**config.mk**
```make
export PLATFORM = sky130hd
export DESIGN_NAME = clk_tune_loop
export DESIGN_NICKNAME = d
export VERILOG_FILES = /design/src/rtl/clk_tune_loop.sv
export SDC_FILE = /design/constraint.sdc
export NUM_CORES = 1
export LEC_CHECK = 0
export BUFFER_PORTS_ARGS = -buffer_cell sky130_fd_sc_hd__buf_2
export CAP_MARGIN = 20
export CELL_PAD_IN_SITES_DETAIL_PLACEMENT = 0
export CELL_PAD_IN_SITES_GLOBAL_PLACEMENT = 1
export CORE_MARGIN = 2
export CORE_UTILIZATION = 47
export CTS_CLUSTER_SIZE = 40
export DETAILED_ROUTE_END_ITERATION = 6
export PLACE_DENSITY = 0.88
export SLEW_MARGIN = 20
export SYNTH_ARGS = -nofsm -noshare
export SYNTH_HDL_FRONTEND = slang
export SYNTH_SLANG_ARGS = --single-unit
```
**constraint.sdc**
```tcl
create_clock -name i_clk -period 6.85 [get_ports i_clk]
set_input_delay 0.3425 -clock i_clk [delete_from_list [all_inputs] [get_ports i_clk]]
set_output_delay 0.3425 -clock i_clk [all_outputs]
set_load 0.005 [all_outputs]
```
**src/rtl/clk_tune_loop.sv**
```systemverilog
// clk_tune_loop: frequency-disciplining loop for the local-oscillator tune PDM.
//
// The loop counts E1 recovered-clock ticks over a window of 2^n USB SOF periods and
// compares the count with a target tick count. A PI controller then steers the 12-bit
// PDM setpoint. Firmware only configures the loop and reads its status.
//
// Optional feature: define CLK_TUNE_LOOP_HOLDOVER_EN to enable holdover. When enabled,
// a window with a zero tick count (reference lost) is not applied to the loop state.
//
// Ports:
//   i_clk, i_rst_n    system clock, asynchronous active-low reset
//   i_cfg_en          loop enable; deasserting it returns the loop to idle
//   i_cfg_win_log2    window length = 2^n SOF periods, sampled at each window start
//   i_cfg_target      expected ticks per window
//   i_cfg_kp/ki       proportional / integral arithmetic right-shifts
//   i_cfg_center      nominal PDM value
//   i_cfg_tol         lock tolerance on |error|, in ticks
//   i_tick_e1         one-cycle E1 tick strobe
//   i_tick_sof        one-cycle USB SOF strobe
//   o_pdm_val/oe      PDM setpoint and output enable
//   o_st_err          last signed error (target - count)
//   o_st_valid        one-cycle pulse per completed update
//   o_st_locked       lock flag
//   o_st_holdover     holdover flag (constant 0 without the holdover feature)
module clk_tune_loop #(
  parameter int unsigned W_CNT    = 16,
  parameter int unsigned W_PDM    = 12,
  parameter int unsigned W_INT    = 20,
  parameter int unsigned LOCK_WIN = 4
) (
  input  logic             i_clk,
  input  logic             i_rst_n,
  input  logic             i_cfg_en,
  input  logic [2:0]       i_cfg_win_log2,
  input  logic [W_CNT-1:0] i_cfg_target,
  input  logic [3:0]       i_cfg_kp,
  input  logic [3:0]       i_cfg_ki,
  input  logic [W_PDM-1:0] i_cfg_center,
  input  logic [7:0]       i_cfg_tol,
  input  logic             i_tick_e1,
  input  logic             i_tick_sof,
  output logic [W_PDM-1:0] o_pdm_val,
  output logic             o_pdm_oe,
  output logic [W_CNT-1:0] o_st_err,
  output logic             o_st_valid,
  output logic             o_st_locked,
  output logic             o_st_holdover
);

  localparam int unsigned W_LCK = $clog2(LOCK_WIN + 1);
  localparam int unsigned W_SUM = W_INT + 2;

  localparam logic [W_LCK-1:0]        LOCK_MAX = W_LCK'(LOCK_WIN);
  localparam logic signed [W_INT:0]   INT_MAX  = {2'b00, {(W_INT-1){1'b1}}};
  localparam logic signed [W_INT:0]   INT_MIN  = -INT_MAX;
  localparam logic signed [W_SUM-1:0] PDM_MAX  = {{(W_SUM-W_PDM){1'b0}}, {W_PDM{1'b1}}};

  typedef enum logic [2:0] {StIdle, StSync, StMeas, StCalc, StUpdate} state_e;

  state_e r_state, w_state_nxt;

  // Window measurement
  logic [W_CNT-1:0] r_tick_cnt;
  logic [W_CNT-1:0] r_cnt_lat;
  logic [7:0]       r_sof_cnt;
  logic [2:0]       r_win_log2;
  logic             r_pend;

  // Controller state and outputs
  logic signed [W_CNT-1:0] r_err;
  logic signed [W_INT-1:0] r_integ;
  logic                    r_calc_hold;
  logic [W_PDM-1:0]        r_pdm_val;
  logic [W_CNT-1:0]        r_st_err;
  logic                    r_valid;
  logic [W_LCK-1:0]        r_lock_cnt;
  logic                    r_locked;
  logic                    r_holdover;

  logic                    w_counting;
  logic                    w_start;
  logic                    w_close;
  logic [7:0]              w_win_m1;
  logic [W_CNT-1:0]        w_tick_first;
  logic signed [W_CNT:0]   w_diff;
  logic signed [W_CNT-1:0] w_err_sat;
  logic signed [W_INT:0]   w_int_sum;
  logic signed [W_INT-1:0] w_int_nxt;
  logic signed [W_CNT-1:0] w_p_sh;
  logic signed [W_INT-1:0] w_i_sh;
  logic signed [W_SUM-1:0] w_sum;
  logic [W_PDM-1:0]        w_pdm_nxt;
  logic [W_CNT-1:0]        w_err_u;
  logic [W_CNT-1:0]        w_abs;
  logic                    w_in_tol;
  logic [W_LCK-1:0]        w_lock_nxt;
  logic                    w_hold_win;

  // Counting keeps running through CALC/UPDATE so no SOF is lost between windows.
  assign w_counting   = (r_state == StMeas) || (r_state == StCalc) || (r_state == StUpdate);
  assign w_start      = (r_state == StSync) && i_tick_sof;
  assign w_win_m1     = (8'd1 << r_win_log2) - 8'd1;
  assign w_close      = w_counting && i_tick_sof && (r_sof_cnt == w_win_m1);
  // A tick coincident with a window boundary belongs to the new window.
  assign w_tick_first = {{(W_CNT-1){1'b0}}, i_tick_e1};

  // ---------------------------------------------------------------------------------------
  // FSM
  // ---------------------------------------------------------------------------------------
  always_ff @(posedge i_clk or negedge i_rst_n) begin
    if (!i_rst_n) begin
      r_state <= StIdle;
    end else begin
      r_state <= w_state_nxt;
    end
  end

  always_comb begin
    w_state_nxt = r_state;
    unique case (r_state)
      StIdle:   if (i_cfg_en) w_state_nxt = StSync;
      StSync:   if (i_tick_sof) w_state_nxt = StMeas;
      StMeas:   if (w_close) w_state_nxt = StCalc;
      StCalc:   w_state_nxt = StUpdate;
      // A window closing during CALC/UPDATE (very short windows) is processed straight away.
      StUpdate: w_state_nxt = (w_close || r_pend) ? StCalc : StMeas;
      default:  w_state_nxt = StIdle;
    endcase
    if (!i_cfg_en) w_state_nxt = StIdle;
  end

  // ---------------------------------------------------------------------------------------
  // Tick / SOF counters
  // ---------------------------------------------------------------------------------------
  always_ff @(posedge i_clk or negedge i_rst_n) begin
    if (!i_rst_n) begin
      r_tick_cnt <= '0;
      r_sof_cnt  <= '0;
      r_win_log2 <= '0;
      r_cnt_lat  <= '0;
    end else if (w_start || w_close) begin
      r_tick_cnt <= w_tick_first;
      r_sof_cnt  <= '0;
      r_win_log2 <= i_cfg_win_log2;
      if (w_close) r_cnt_lat <= r_tick_cnt;
    end else if (w_counting) begin
      if (i_tick_e1 && !(&r_tick_cnt)) r_tick_cnt <= r_tick_cnt + W_CNT'(1);
      if (i_tick_sof) r_sof_cnt <= r_sof_cnt + 8'd1;
    end
  end

  // ---------------------------------------------------------------------------------------
  // PI datapath
  // ---------------------------------------------------------------------------------------
  assign w_diff = $signed({1'b0, i_cfg_target}) - $signed({1'b0, r_cnt_lat});

  always_comb begin
    w_err_sat = w_diff[W_CNT-1:0];
    if (w_diff[W_CNT] != w_diff[W_CNT-1]) begin
      w_err_sat = w_diff[W_CNT] ? {1'b1, {(W_CNT-1){1'b0}}} : {1'b0, {(W_CNT-1){1'b1}}};
    end
  end

  assign w_int_sum = $signed({r_integ[W_INT-1], r_integ})
                   + $signed({{(W_INT+1-W_CNT){w_err_sat[W_CNT-1]}}, w_err_sat});

  always_comb begin
    w_int_nxt = w_int_sum[W_INT-1:0];
    if (w_int_sum > INT_MAX) begin
      w_int_nxt = INT_MAX[W_INT-1:0];
    end else if (w_int_sum < INT_MIN) begin
      w_int_nxt = INT_MIN[W_INT-1:0];
    end
  end

  // UPDATE sees the error and integrator registered during CALC.
  assign w_p_sh = r_err >>> i_cfg_kp;
  assign w_i_sh = r_integ >>> i_cfg_ki;
  assign w_sum  = $signed({{(W_SUM-W_PDM){1'b0}}, i_cfg_center})
                + $signed({{(W_SUM-W_CNT){w_p_sh[W_CNT-1]}}, w_p_sh})
                + $signed({{(W_SUM-W_INT){w_i_sh[W_INT-1]}}, w_i_sh});

  always_comb begin
    w_pdm_nxt = w_sum[W_PDM-1:0];
    if (w_sum[W_SUM-1]) begin
      w_pdm_nxt = '0;
    end else if (w_sum > PDM_MAX) begin
      w_pdm_nxt = '1;
    end
  end

  assign w_err_u  = r_err;
  assign w_abs    = w_err_u[W_CNT-1] ? (~w_err_u + W_CNT'(1)) : w_err_u;
  assign w_in_tol = (w_abs <= {{(W_CNT-8){1'b0}}, i_cfg_tol});

  always_comb begin
    w_lock_nxt = '0;
    if (w_in_tol) begin
      w_lock_nxt = (r_lock_cnt == LOCK_MAX) ? LOCK_MAX : r_lock_cnt + W_LCK'(1);
    end
  end

`ifdef CLK_TUNE_LOOP_HOLDOVER_EN
  // Zero ticks in a whole window means the reference has gone away.
  assign w_hold_win = (r_cnt_lat == '0);
`else
  assign w_hold_win = 1'b0;
`endif

  always_ff @(posedge i_clk or negedge i_rst_n) begin
    if (!i_rst_n) begin
      r_err       <= '0;
      r_integ     <= '0;
      r_calc_hold <= 1'b0;
      r_pend      <= 1'b0;
      r_pdm_val   <= '0;
      r_st_err    <= '0;
      r_valid     <= 1'b0;
      r_lock_cnt  <= '0;
      r_locked    <= 1'b0;
      r_holdover  <= 1'b0;
    end else begin
      r_valid <= 1'b0;
      unique case (r_state)
        StIdle: begin
          r_pdm_val  <= i_cfg_center;
          r_integ    <= '0;
          r_lock_cnt <= '0;
          r_locked   <= 1'b0;
          r_holdover <= 1'b0;
          r_pend     <= 1'b0;
        end
        StCalc: begin
          if (i_cfg_en) begin
            if (!w_hold_win) begin
              r_err   <= w_err_sat;
              r_integ <= w_int_nxt;
            end
            r_calc_hold <= w_hold_win;
            if (w_close) r_pend <= 1'b1;
          end
        end
        StUpdate: begin
          r_pend <= 1'b0;
          if (i_cfg_en) begin
            if (r_calc_hold) begin
              r_holdover <= 1'b1;
              r_locked   <= 1'b0;
            end else begin
              r_pdm_val  <= w_pdm_nxt;
              r_st_err   <= r_err;
              r_valid    <= 1'b1;
              r_holdover <= 1'b0;
              r_lock_cnt <= w_lock_nxt;
              r_locked   <= (w_lock_nxt == LOCK_MAX);
            end
          end
        end
        default: ;
      endcase
    end
  end

  assign o_pdm_val     = r_pdm_val;
  assign o_pdm_oe      = w_counting;
  assign o_st_err      = r_st_err;
  assign o_st_valid    = r_valid;
  assign o_st_locked   = r_locked;
  assign o_st_holdover = r_holdover;

endmodule
```
==> flow_metrics.py <==
metrics = {
    "outcome": {
        "status": "finished, final reports clean",
    },
    "final_layout": {
        "final_cell_mix": "sky130_fd_sc_hd__nand2_1, sky130_fd_sc_hd__dfrtp_1, sky130_fd_sc_hd__nor2_1",
        "final_common_cell": "sky130_fd_sc_hd__nand2_1",
        "area_taken_by_flip_flops_and_latches_um2": 2903,
        "layout.filler_cells": 2113,
        "layout-drive-gt1-share": 0.1436,
        "post-route-util": 0.5289,
        "multi_input_comb_area_um2": 7318,
        "areaGrowthSynthToFinish_pct": 10.92,
        "stdcell_area_um2": 11940,
        "finish.net_count": 1468,
    },
    "pwr": {
        "cellLeakagePower_nw": 5.538,
        "comb_power_share": 0.618,
        "sw_frac_of_total": 0.4734,
        "internal_power_mw": 2.632,
        "p_seq_frac": 0.201,
        "switchingPower_mw": 2.366,
        "vdd.ir_drop.worst_mv": 0.2126,
        "power.density_nw_per_um2": 418.7,
        "pwr-share-clk": 0.181,
    },
    "setup_path": {
        "timing.critical_path.required_ps": 7180,
        "cp-end-kind": "flop",
        "worst_ep_arrival_time_ps": 6380,
        "path_max_fanout": 18,
        "start_kind": "flop",
        "critical_path_class": "reg -> reg",
    },
    "die": {
        "placeableCoreArea_um2": 22570,
        "initial_core_util": 0.4768,
        "floorplan.io_pins": 84,
        "dieArea_um2": 24130,
        "floorplan.rows": 55,
        "die-width_um": 155.3,
        "die_y_um": 155.3,
    },
    "timing": {
        "final_min_period_over_clock_period": 0.8830,
        "tightestPinTransition_ps": 1068,
        "finalSetupTns_ps": 0,
        "final_setup_violations": 0,
        "finalClockSkew_ps": 9.023,
        "number_of_pins_with_negative_max_slew_slack_in_the_final_report": 0,
        "slew-limit-headroom": 0.2871,
        "holdWs_ps": 126.1,
        "post-route-worst-setup-slack_ps": 801.6,
        "max_freq_mhz": 165.3,
        "rsz0062_at_grt": "no",
        "period_needed_ps": 6048,
        "hold_viol": 0,
    },
    "clock_network": {
        "cts_max_level": 4,
        "cts_hold_buf": 1,
        "clk_path_buf_depth": 2,
        "cts.repair_timing.setup_buffer_count": 0,
        "clock-root-buffer": "sky130_fd_sc_hd__clkbuf_16",
        "cts_sinks": 116,
        "cells_resized_by_post_cts_repair": 0,
        "cts.clk_slew.worst_paths_ps": 60,
        "clk-insertion-delay-late_ps": 420,
        "tritoncts.num_buffers": 17,
        "cts_tree": "done",
    },
    "synthesis": {
        "synthTopCellsByArea": "sky130_fd_sc_hd__dfrtp_1, sky130_fd_sc_hd__ha_1, sky130_fd_sc_hd__nand2_1",
        "netlist.top_cell.by_area": "sky130_fd_sc_hd__dfrtp_1",
        "post_synth_inst_count": 1282,
        "syn_area_per_cell_um2": 8.395,
        "ys.flop_type": "sky130_fd_sc_hd__dfrtp_1",
        "ys_seq_elements": 116,
        "postSynthNetCount": 1426,
        "synth-edff-count": 0,
        "synthDominantCellAreaShare": 0.2697,
        "synthDistinctLibCells": 92,
        "synth-seq-area-share": 0.2697,
        "netlist_area_um2": 10760,
        "async_flop_share": 1.000,
        "yosys_warnings": 0,
    },
    "detailed_routing": {
        "detail_route.wl_per_cell_um": 17.50,
        "detailedRoute.firstIterationViolations": 616,
        "ant_nets": 0,
        "detailroute.via_count": 9579,
        "vias_per_cell": 5.902,
        "drt_wl_total_mm": 28.40,
        "drcViolationCount": 0,
        "first_pass_iters": 5,
    },
    "global_routing": {
        "number_of_global_route_vias_before_repair": 8958,
        "total_routing_resource_utilization_after_global_routing": 0.2383,
        "grt_max_degree": 81,
        "busiest_layer": "met2",
        "initial_antenna_violation_count": 0,
        "grt_use_met1": 0.3376,
        "first_pass_grt_wire_length_mm": 46.50,
        "use_met2": 0.3896,
        "gr_ovfl_total": 0,
        "gr-usage-met3": 0.03092,
    },
    "placed_design": {
        "place_hpwl_mm": 21.75,
        "place_worst_setup_slack_ps": 615.1,
        "io_buffer_count": 82,
        "cell_area_after_placement_um2": 11320,
        "gpl.final_weighted_congestion": 0.8791,
    },
    "job": {
        "number_of_max_cap_violations": 0,
    },
    "hold_path": {
        "min_path_type": "in -> reg",
    },
}
cell type report:
type | instances | share of cell area
sequential | 116 | 0.2432
multi-input combinational | 1023 | 0.6130
clock buffer | 18 | 0.03679
inverter | 76 | 0.02390
tap | 285 | 0.02987
clock inverter | 14 | 0.01289
antenna | 1 | 0.0002096
timing repair buffer | 90 | 0.04014
synth_stat cells (24+ instances only):
library cell                 n
sky130_fd_sc_hd__nand2_1   164
sky130_fd_sc_hd__dfrtp_1   116
sky130_fd_sc_hd__nor2_1    110
sky130_fd_sc_hd__o21ai_0    79
sky130_fd_sc_hd__ha_1       77
sky130_fd_sc_hd__a21oi_1    75
sky130_fd_sc_hd__inv_1      72
sky130_fd_sc_hd__clkbuf_1   49
sky130_fd_sc_hd__xnor2_1    39
sky130_fd_sc_hd__mux2i_1    35
sky130_fd_sc_hd__nand3_1    34
sky130_fd_sc_hd__xor2_1     33
sky130_fd_sc_hd__mux2_2     24
per-stage QoR:
step / power, mW / std cells
after floorplan: 3.326 / 1282
after global placement: 4.016 / 1589
after detailed placement: 4.051 / 1589
after CTS: 4.978 / 1622
after global routing: 5.410 / 1622
final: 4.998 / 1623
power groups by stage:
stage               combinational, mW  clock (mW)  sequential (mW)
finish                           3.09       0.903             1.01
global route                     3.44       0.941             1.03
CTS                              3.06       0.916             1.00
detailed placement               3.04           0             1.01
global placement                 3.00           0             1.01
floorplan                        2.41           0            0.914
cell families after synthesis:
| family | share of synthesized area |
|---|---|
| flip-flops | 0.2697 |
| AO/OA/AOI/OAI | 0.2180 |
| buffers and inverters | 0.05255 |
| AND/OR/NAND/NOR | 0.1855 |
| adder cells (fa/ha/maj) | 0.1304 |
| multiplexers | 0.08486 |
| other | 0.0003484 |
| XOR/XNOR | 0.05859 |
per-layer routing:
metal | wire length (µm) | part of all wire | up-vias
li1 | - | - | 4706
met1 | 13520 | 0.48 | 4597
met2 | 13320 | 0.47 | 250
met3 | 1214 | 0.043 | 26
met4 | 336 | 0.012 | 0
met5 | 0 | 0 | -
path summary, 6_finish.rpt:
check                                    startpoint                         to  slack (ps)  cells past startpoint
max                        r_cnt_lat[0]$_DFFE_PN0P_     r_integ[2]$_DFFE_PN0P_         800                     22
min                               i_cfg_win_log2[0]  r_win_log2[0]$_DFFE_PN0N_         130                      3
max reg2reg                r_cnt_lat[0]$_DFFE_PN0P_     r_integ[2]$_DFFE_PN0P_         800                     22
min reg2reg                o_st_err[12]$_DFFE_PN0P_   o_st_err[12]$_DFFE_PN0P_         470                      2
max in group asynchronous                   i_rst_n     r_integ[7]$_DFFE_PN0P_        5290                      3
min in group asynchronous                   i_rst_n    r_integ[18]$_DFFE_PN0P_         440                      2
sequential cells by signal, indices dropped and copies added (netlist names):
register	flops
o_pdm_val	12
o_st_err	16
r_win_log2	3
r_tick_cnt	16
r_sof_cnt	8
r_lock_cnt	3
o_st_valid	1
r_pend	1
r_state	3
r_integ	20
o_st_locked	1
r_cnt_lat	16
r_err	16
worst max-delay path, stage by stage (launching register included):
cell and delay, ps:
sky130_fd_sc_hd__dfrtp_1 400, sky130_fd_sc_hd__ha_1 180, sky130_fd_sc_hd__inv_1 60, sky130_fd_sc_hd__fa_1 200, sky130_fd_sc_hd__a21o_1 120, sky130_fd_sc_hd__a21oi_1 100
sky130_fd_sc_hd__o21ai_0 260, sky130_fd_sc_hd__a31oi_1 200, sky130_fd_sc_hd__nor2b_1 180, sky130_fd_sc_hd__nor2_1 50, sky130_fd_sc_hd__o21ai_1 490, sky130_fd_sc_hd__inv_1 370
sky130_fd_sc_hd__maj3_1 490, sky130_fd_sc_hd__inv_1 80, sky130_fd_sc_hd__ha_1 220, sky130_fd_sc_hd__o21a_2 150, sky130_fd_sc_hd__o21ai_1 110, sky130_fd_sc_hd__a31oi_4 250
sky130_fd_sc_hd__a221oi_4 120, sky130_fd_sc_hd__o21a_1 230, sky130_fd_sc_hd__o311ai_2 860, sky130_fd_sc_hd__nand3_2 560, sky130_fd_sc_hd__o2111ai_1 250
(Power assumes the default switching activity.)
